===== config.mk =====
export PLATFORM = sky130hd
export DESIGN_NAME = mem_stage
export DESIGN_NICKNAME = d
export VERILOG_FILES = /design/src/rtl/mem_stage.sv
export SDC_FILE = /design/constraint.sdc
export NUM_CORES = 1
export LEC_CHECK = 0
export ABC_AREA = 1
export CORE_AREA = 2 2 137 139
export CTS_CLUSTER_DIAMETER = 80
export DETAILED_ROUTE_END_ITERATION = 8
export DIE_AREA = 0 0 139 141
export GPL_TIMING_DRIVEN = 0
export PLACE_DENSITY = 0.74
export REMOVE_ABC_BUFFERS = 1
export SYNTH_ARGS = -nofsm -noshare
export SYNTH_HDL_FRONTEND = slang
export SYNTH_SLANG_ARGS = --single-unit
export TNS_END_PERCENT = 30

===== constraint.sdc =====
create_clock -name clk -period 2.7 [get_ports clk]
set_input_delay 0.81 -clock clk [delete_from_list [all_inputs] [get_ports clk]]
set_output_delay 0.81 -clock clk [all_outputs]
set_load 0.02 [all_outputs]

===== src/rtl/mem_stage.sv =====
// Memory-access stage: drives the data-memory req/ack handshake for loads and
// stores, formats load data and forwards ALU/HI/LO results toward MEM/WB.
//
// state | meaning
// IDLE  | no access outstanding; an aligned load/store launches a request
// BUSY  | request on the bus, waiting for mem_ack or timeout
// DONE  | result captured; pipeline advances on this edge
module mem_stage #(
  parameter int DATA_WIDTH     = 32,
  parameter int ADDR_WIDTH     = 32,
  parameter int REG_ADDR_WIDTH = 5,
  parameter int TIMEOUT        = 16
) (
  input  logic                      clk,
  input  logic                      rst,
  input  logic [REG_ADDR_WIDTH-1:0] target_MEM,
  input  logic [DATA_WIDTH-1:0]     data_in_MEM,
  input  logic [DATA_WIDTH-1:0]     rdata_2_MEM,
  input  logic [2:0]                mem_op_MEM,
  input  logic                      WriteReg_MEM,
  input  logic                      MemOrAlu_MEM,
  input  logic                      WriteMem_MEM,
  input  logic                      ReadMem_MEM,
  input  logic                      we_hi_MEM,
  input  logic                      we_lo_MEM,
  input  logic [DATA_WIDTH-1:0]     hi_MEM,
  input  logic [DATA_WIDTH-1:0]     lo_MEM,
  output logic                      mem_req,
  output logic                      mem_we,
  output logic [ADDR_WIDTH-1:0]     mem_addr,
  output logic [DATA_WIDTH-1:0]     mem_wdata,
  output logic [3:0]                mem_be,
  input  logic                      mem_ack,
  input  logic [DATA_WIDTH-1:0]     mem_rdata,
  output logic                      stall_req,
  output logic [REG_ADDR_WIDTH-1:0] target_WB,
  output logic [DATA_WIDTH-1:0]     wb_data_WB,
  output logic                      WriteReg_WB,
  output logic                      we_hi_WB,
  output logic                      we_lo_WB,
  output logic [DATA_WIDTH-1:0]     hi_WB,
  output logic [DATA_WIDTH-1:0]     lo_WB,
  output logic                      addr_err,
  output logic                      bus_err
);

  localparam int CW = $clog2(TIMEOUT + 1);

  typedef enum logic [1:0] {IDLE, BUSY, DONE} state_t;

  state_t                state;
  logic [CW-1:0]         tmo_cnt;
  logic [DATA_WIDTH-1:0] load_q;

  logic [1:0]            off;
  logic                  is_byte, is_half, zext, access;
  logic [3:0]            st_be;
  logic [DATA_WIDTH-1:0] st_wdata, ld_fmt;
  logic [7:0]            ld_b;
  logic [15:0]           ld_h;

  assign off     = data_in_MEM[1:0];
  assign is_byte = (mem_op_MEM[1:0] == 2'b00);
  assign is_half = (mem_op_MEM[1:0] == 2'b01);
  assign zext    = mem_op_MEM[2];

  assign addr_err = (ReadMem_MEM | WriteMem_MEM) &
                    ((is_half & off[0]) | (~is_byte & ~is_half & (off != 2'b00)));
  assign access   = (ReadMem_MEM | WriteMem_MEM) & ~addr_err;

  // Store data is replicated across all lanes; byte enables pick the target.
  always_comb begin
    st_be    = 4'b1111;
    st_wdata = rdata_2_MEM;
    if (is_byte) begin
      st_be    = 4'b0001 << off;
      st_wdata = {4{rdata_2_MEM[7:0]}};
    end else if (is_half) begin
      st_be    = off[1] ? 4'b1100 : 4'b0011;
      st_wdata = {2{rdata_2_MEM[15:0]}};
    end
  end

  always_comb begin
    case (off)
      2'd0:    ld_b = mem_rdata[7:0];
      2'd1:    ld_b = mem_rdata[15:8];
      2'd2:    ld_b = mem_rdata[23:16];
      default: ld_b = mem_rdata[31:24];
    endcase
    ld_h = off[1] ? mem_rdata[31:16] : mem_rdata[15:0];
    if (is_byte)
      ld_fmt = {{(DATA_WIDTH-8){~zext & ld_b[7]}}, ld_b};
    else if (is_half)
      ld_fmt = {{(DATA_WIDTH-16){~zext & ld_h[15]}}, ld_h};
    else
      ld_fmt = mem_rdata;
  end

  always_ff @(posedge clk or negedge rst) begin
    if (!rst) begin
      state     <= IDLE;
      mem_req   <= 1'b0;
      mem_we    <= 1'b0;
      mem_addr  <= '0;
      mem_wdata <= '0;
      mem_be    <= 4'b0000;
      tmo_cnt   <= '0;
      load_q    <= '0;
      bus_err   <= 1'b0;
    end else begin
      bus_err <= 1'b0;
      case (state)
        IDLE: begin
          if (access) begin
            mem_req   <= 1'b1;
            mem_we    <= WriteMem_MEM;
            mem_addr  <= {data_in_MEM[ADDR_WIDTH-1:2], 2'b00};
            mem_be    <= WriteMem_MEM ? st_be : 4'b1111;
            mem_wdata <= st_wdata;
            tmo_cnt   <= '0;
            state     <= BUSY;
          end
        end
        BUSY: begin
          if (mem_ack) begin
            load_q  <= ld_fmt;
            mem_req <= 1'b0;
            state   <= DONE;
          end else if (tmo_cnt == CW'(TIMEOUT - 1)) begin
            // A timed-out load retires with zero rather than stale data.
            load_q  <= '0;
            mem_req <= 1'b0;
            bus_err <= 1'b1;
            state   <= DONE;
          end else begin
            tmo_cnt <= tmo_cnt + 1'b1;
          end
        end
        DONE:    state <= IDLE;
        default: state <= IDLE;
      endcase
    end
  end

  always_comb begin
    case (state)
      IDLE:    stall_req = access;
      BUSY:    stall_req = 1'b1;
      default: stall_req = 1'b0;
    endcase
  end

  assign wb_data_WB  = (MemOrAlu_MEM & ReadMem_MEM) ? load_q : data_in_MEM;
  assign WriteReg_WB = WriteReg_MEM & ~addr_err & ~((state != DONE) & access);
  assign target_WB   = target_MEM;
  assign we_hi_WB    = we_hi_MEM;
  assign we_lo_WB    = we_lo_MEM;
  assign hi_WB       = hi_MEM;
  assign lo_WB       = lo_MEM;

endmodule


* Word-level counts from Yosys, hierarchy flattened
Index checks and enable logic that the tools add are counted.
** Word-level totals
- Flip-flop bits (word level) :: 108
- Input port bits :: 177
- Output and inout bits :: 177
- Word-level logic and storage cells :: 79
** Cells by class
- Add/subtract/negate cells :: 1
- Equality and inequality tests :: 10
- Shifts and indexed selects :: 1
- Multiplexer cells :: 29
- Bitwise gates (word level) :: 18
- Reductions and logical operators :: 11
** Operators with widths (count)
- 2-to-1 mux 32 bit :: 7
- one-hot mux 8 bit (3 select lines) :: 1
- 2-to-1 mux 16 bit :: 1
- 2-to-1 mux 4 bit :: 4
- 2-to-1 mux 5 bit :: 3
- AND 1 bit :: 11
- one-hot mux 5 bit (2 select lines) :: 1
- != test 2 bit (second input constant) :: 4
- equality test 2 x 1 -> 1 bit (second input constant) :: 3
- zero test 2 bit :: 3
- 2-to-1 mux 1 bit :: 6
- 2-to-1 mux 2 bit :: 3
- AND reduction 2 bit :: 3
- nonzero test 2 bit :: 3
- adder 5 x 1 -> 5 bit (second input constant) :: 1
- equality test 5 x 4 -> 1 bit (second input constant) :: 1
- inverter 1 bit :: 5
- one-hot mux 1 bit (2 select lines) :: 2
- one-hot mux 2 bit (2 select lines) :: 1
- AND reduction 4 bit :: 1
- left shift 1 x 2 -> 4 bit (first input constant) :: 1
- != test 3 bit (second input constant) :: 1
- AND reduction 3 bit :: 1
- equality test 2 bit (second input constant) :: 1
- bitwise OR 1 bit :: 2

* Logic depth before layout (Yosys ltp)
- Depth after elaboration :: 11
- Mapped depth :: 10
- Depth with buffers taken out :: 9

* Worst setup path before layout
OpenSTA, ideal clock, no wires.
- Path type :: input port to output port
- From :: in data_in_MEM[0]
- To :: out WriteReg_WB
- Arrival :: 1848 ps
- Data required time :: 1890 ps
- Setup slack :: 42 ps
- Stages on the path :: 6
- Path buffers :: 1
- Path through :: buf_2 -> inv_1 -> nand2_2 -> nand2_2 -> nor2_1 -> a211oi_1
** On the way
- Word-level cells in the longest chain between the ends :: 9
- Elaborated cells between the ends (all ways) :: 11
- Classes of those cells :: bitwise (10); reduce/logical (1)
** RTL lines
- start: declaration :: line 17 : input logic [DATA_WIDTH-1:0] data_in_MEM,
- nonzero test 2 bit :: line 68 : ((is_half & off[0]) | (~is_byte & ~is_half & (off != 2'b00)));
- AND 1 bit :: line 68
- bitwise OR 1 bit * :: line 68
- AND 1 bit * :: line 67 : assign addr_err = (ReadMem_MEM | WriteMem_MEM) &
- named net addr_err :: line 43 : output logic addr_err,
- inverter 1 bit * :: line 69, 155
- AND 1 bit :: line 69 : assign access = (ReadMem_MEM | WriteMem_MEM) & ~addr_err;
- AND 1 bit :: line 155 : assign WriteReg_WB = WriteReg_MEM & ~addr_err & ~((state != DONE) & access);
- inverter 1 bit :: line 155
- AND 1 bit * :: line 155
- end: declaration :: line 38 : output logic WriteReg_WB,
The timed path passes the listed nets; every way through them passes the cells marked *.

* Worst setup path after layout
- From :: in data_in_MEM[0]
- To :: out wb_data_WB[0]
** On the way
- Word-level cells in the longest chain between the ends :: 1
** RTL lines
- 2-to-1 mux 32 bit :: line 154 : assign wb_data_WB = (MemOrAlu_MEM & ReadMem_MEM) ? load_q : data_in_MEM;
- end: declaration :: line 37 : output logic [DATA_WIDTH-1:0] wb_data_WB,
No other way between the ends.

==> reports/results.ini <==
[synth]
yosysUniqueCellTypes=27
ys.warnings.count=0
yosysTopAreaCell=dfrtp_1
synth_cells=841
ys_ff_latch=108
yosysTopAreaCellShare_pct=43.9
synth_area_per_cell_um2=7.31
synth_area_leaders=dfrtp_1 (44%), nand2_1 (14%), buf_4 (9.0%)
yosysSeqAreaShare_pct=43.9
netlist_area_um2=6150

[pwr]
p_comb_share_pct=43.8
clockPowerShare_pct=19.2
power_density_nw_per_um2=872
vdd_drop_max_v=0.000444
intPower_uw=4500
p_leak_uw=0.00401
switching_share_pct=37.9
finalPower_uw=7250
p_switching_uw=2750
pwr-share-seq_pct=37.0

[clocking]
cts_tree=done
clockBufferDepth=2
cts_buffers=9
cts-root-buf=clkbuf_16
path_clk_slew_ns=0.07
htreeDepth=3
clk_latency_ns=0.35
cts_sinks=108

[drt]
dr_total_vias=6016
drt_first_pass_iters=5
wl_per_cell_um=19.5
first_iter_violations=435
drtAntennaViolNets=0
avgViaCountPerCell=5.01
drc=0
wl_um=23400

[final_layout]
fin_nets=1140
utilization_pct=45.5
final_cell_mix=nand2_1 (229), clkdlybuf4s50_1 (166), dfrtp_1 (108)
final_common_cell=nand2_1
fin_cells=1200
n_fill_cell=1836
area_growth_pct=35.2
diodes=0
drive_above_1_share_pct=6.63

[floorplanning]
core_um2=18300
die_area_um2=19600
num_io_pins=354
die_w_um=139
fp-row-count=50
initial_core_util_pct=33.7
die_y_um=141

[timing]
slew_headroom_pct=29.8
slew_viol_final=0
tns_ns=0
hold_viol=0
whs_ns=0.335
fin_crit_sh_pct=97.3
worst_pin_slew_ns=1.05
finalSetupViolations=0
rsz0062_at_grt=no
fmax_ghz=0.381
finClkSkew_ns=0.00885
period_minus_slack_ns=2.63

[setup_path]
setup.worst_path.start_class=input pin
cp_max_fo=11
worstSetupEndpointType=output pin
path_class=in -> out
cp.arrival_ns=1.82
required_ns=1.89

[global_route]
grt_pass1_wl_um=35400
grt_usage_pct=23.7
grt_max_degree=78
antenna_found_initial=1
grt_pass1_vias=5674
gr-total-overflow=0

[place]
port_buffers=209
dp.cells=1173
place_hpwl_um=15800
place.gp.congestion=0.836

[run_status]
outcome=complete, no violations

[flow_run]
drv_cap=0

[worst_hold_path]
worstHoldPathType=in -> async

-- power groups by stage --
stage | combinational [uW] | clock (uW) | sequential [uW]
5_1_grt | 3440 | 1490 | 2780
2_1_floorplan | 1000 | 0 | 3200
4_1_cts | 3220 | 1420 | 2680
6_report | 3170 | 1390 | 2680
3_3_place_gp | 3060 | 0 | 2680
3_5_place_dp | 3100 | 0 | 2700
-- layer usage --
metal  up-vias  GRT usage [%]  wire length [um]
li1       2826              -                 -
met1      2789           32.1             10300
met2       359           32.0              9190
met3        36           12.9              3190
met4         6           6.49               510
met5         -           6.02               145
-- layout make-up --
cell class / count / area, um^2 / share of cell area [%]
clock buffer: 13 / 260 / 3.13
clock inverter: 3 / 43.8 / 0.527
inverter: 65 / 260 / 3.13
multi-input combinational: 557 / 2530 / 30.5
sequential: 108 / 2700 / 32.5
tap: 234 / 293 / 3.52
timing repair buffer: 219 / 2220 / 26.7
timing repair inverter: 1 / 6.26 / 0.0752
-- synth_stat cells, drive strengths merged --
master / count
dfrtp: 108
nand3b: 6
o21ai: 82
conb: 1
xor2: 1
nor2: 107
ha: 2
inv: 65
a21boi: 8
nand2: 235
xnor2: 1
a211oi: 1
nor3: 1
a21oi: 49
nor2b: 1
clkbuf: 19
buf: 96
nand3: 58
-- per-stage QoR --
stage	worst slack, ns	area (um^2)
3_5_place_dp	-2.32	7860
6_report	0.0735	8320
2_1_floorplan	-1.62	5390
5_1_grt	0.0301	8320
4_1_cts	0.0230	8330
3_3_place_gp	-4.53	7770
-- logic make-up after synthesis --
logic type | after synthesis | share of synthesized area [%]
AO/OA/AOI/OAI | 140 | 11.8
XOR/XNOR | 2 | 0.285
adder cells (fa/ha/maj) | 2 | 0.407
buffers and inverters | 180 | 16.4
flip-flops | 108 | 43.9
other | 1 | 0.0610
AND/OR/NAND/NOR | 408 | 27.0
-- flip-flops by register name, summed over array words and instances (netlist names) --
| name | cells |
|---|---|
| load_q | 32 |
| mem_we | 1 |
| mem_wdata | 32 |
| mem_req | 1 |
| mem_addr | 30 |
| bus_err | 1 |
| tmo_cnt | 5 |
| mem_be | 4 |
| state | 2 |
-- worst max-delay path, stage by stage --
cell and delay, ns:
clkbuf_4 0.18, clkinvlp_4 0.13, buf_4 0.20, a21oi_1 0.12, dlygate4sd2_1 0.37
-- worst paths after layout --
kind	end	cells past startpoint	from	slack (ns)
worst max-delay path	wb_data_WB[0]	5	data_in_MEM[0]	0.07
max in group asynchronous	state[1]	2	rst	1.65
worst min register to register	mem_we	2	mem_we	0.48
min in group clk	mem_we	2	mem_we	0.48
worst min-delay path	mem_addr[25]	1	rst	0.33
worst max register to register	load_q[7]	9	tmo_cnt[0]	0.47
-- what timing repair did --
item                       4_1_cts  5_1_grt
cloned                           6        0
pin swaps                        4        0
hold buffers                     0        0
setup endpoints to repair      141        5
gates resized for setup        121        7
setup buffers                    6        0
No activity file was read; power rests on OpenSTA's default activity.
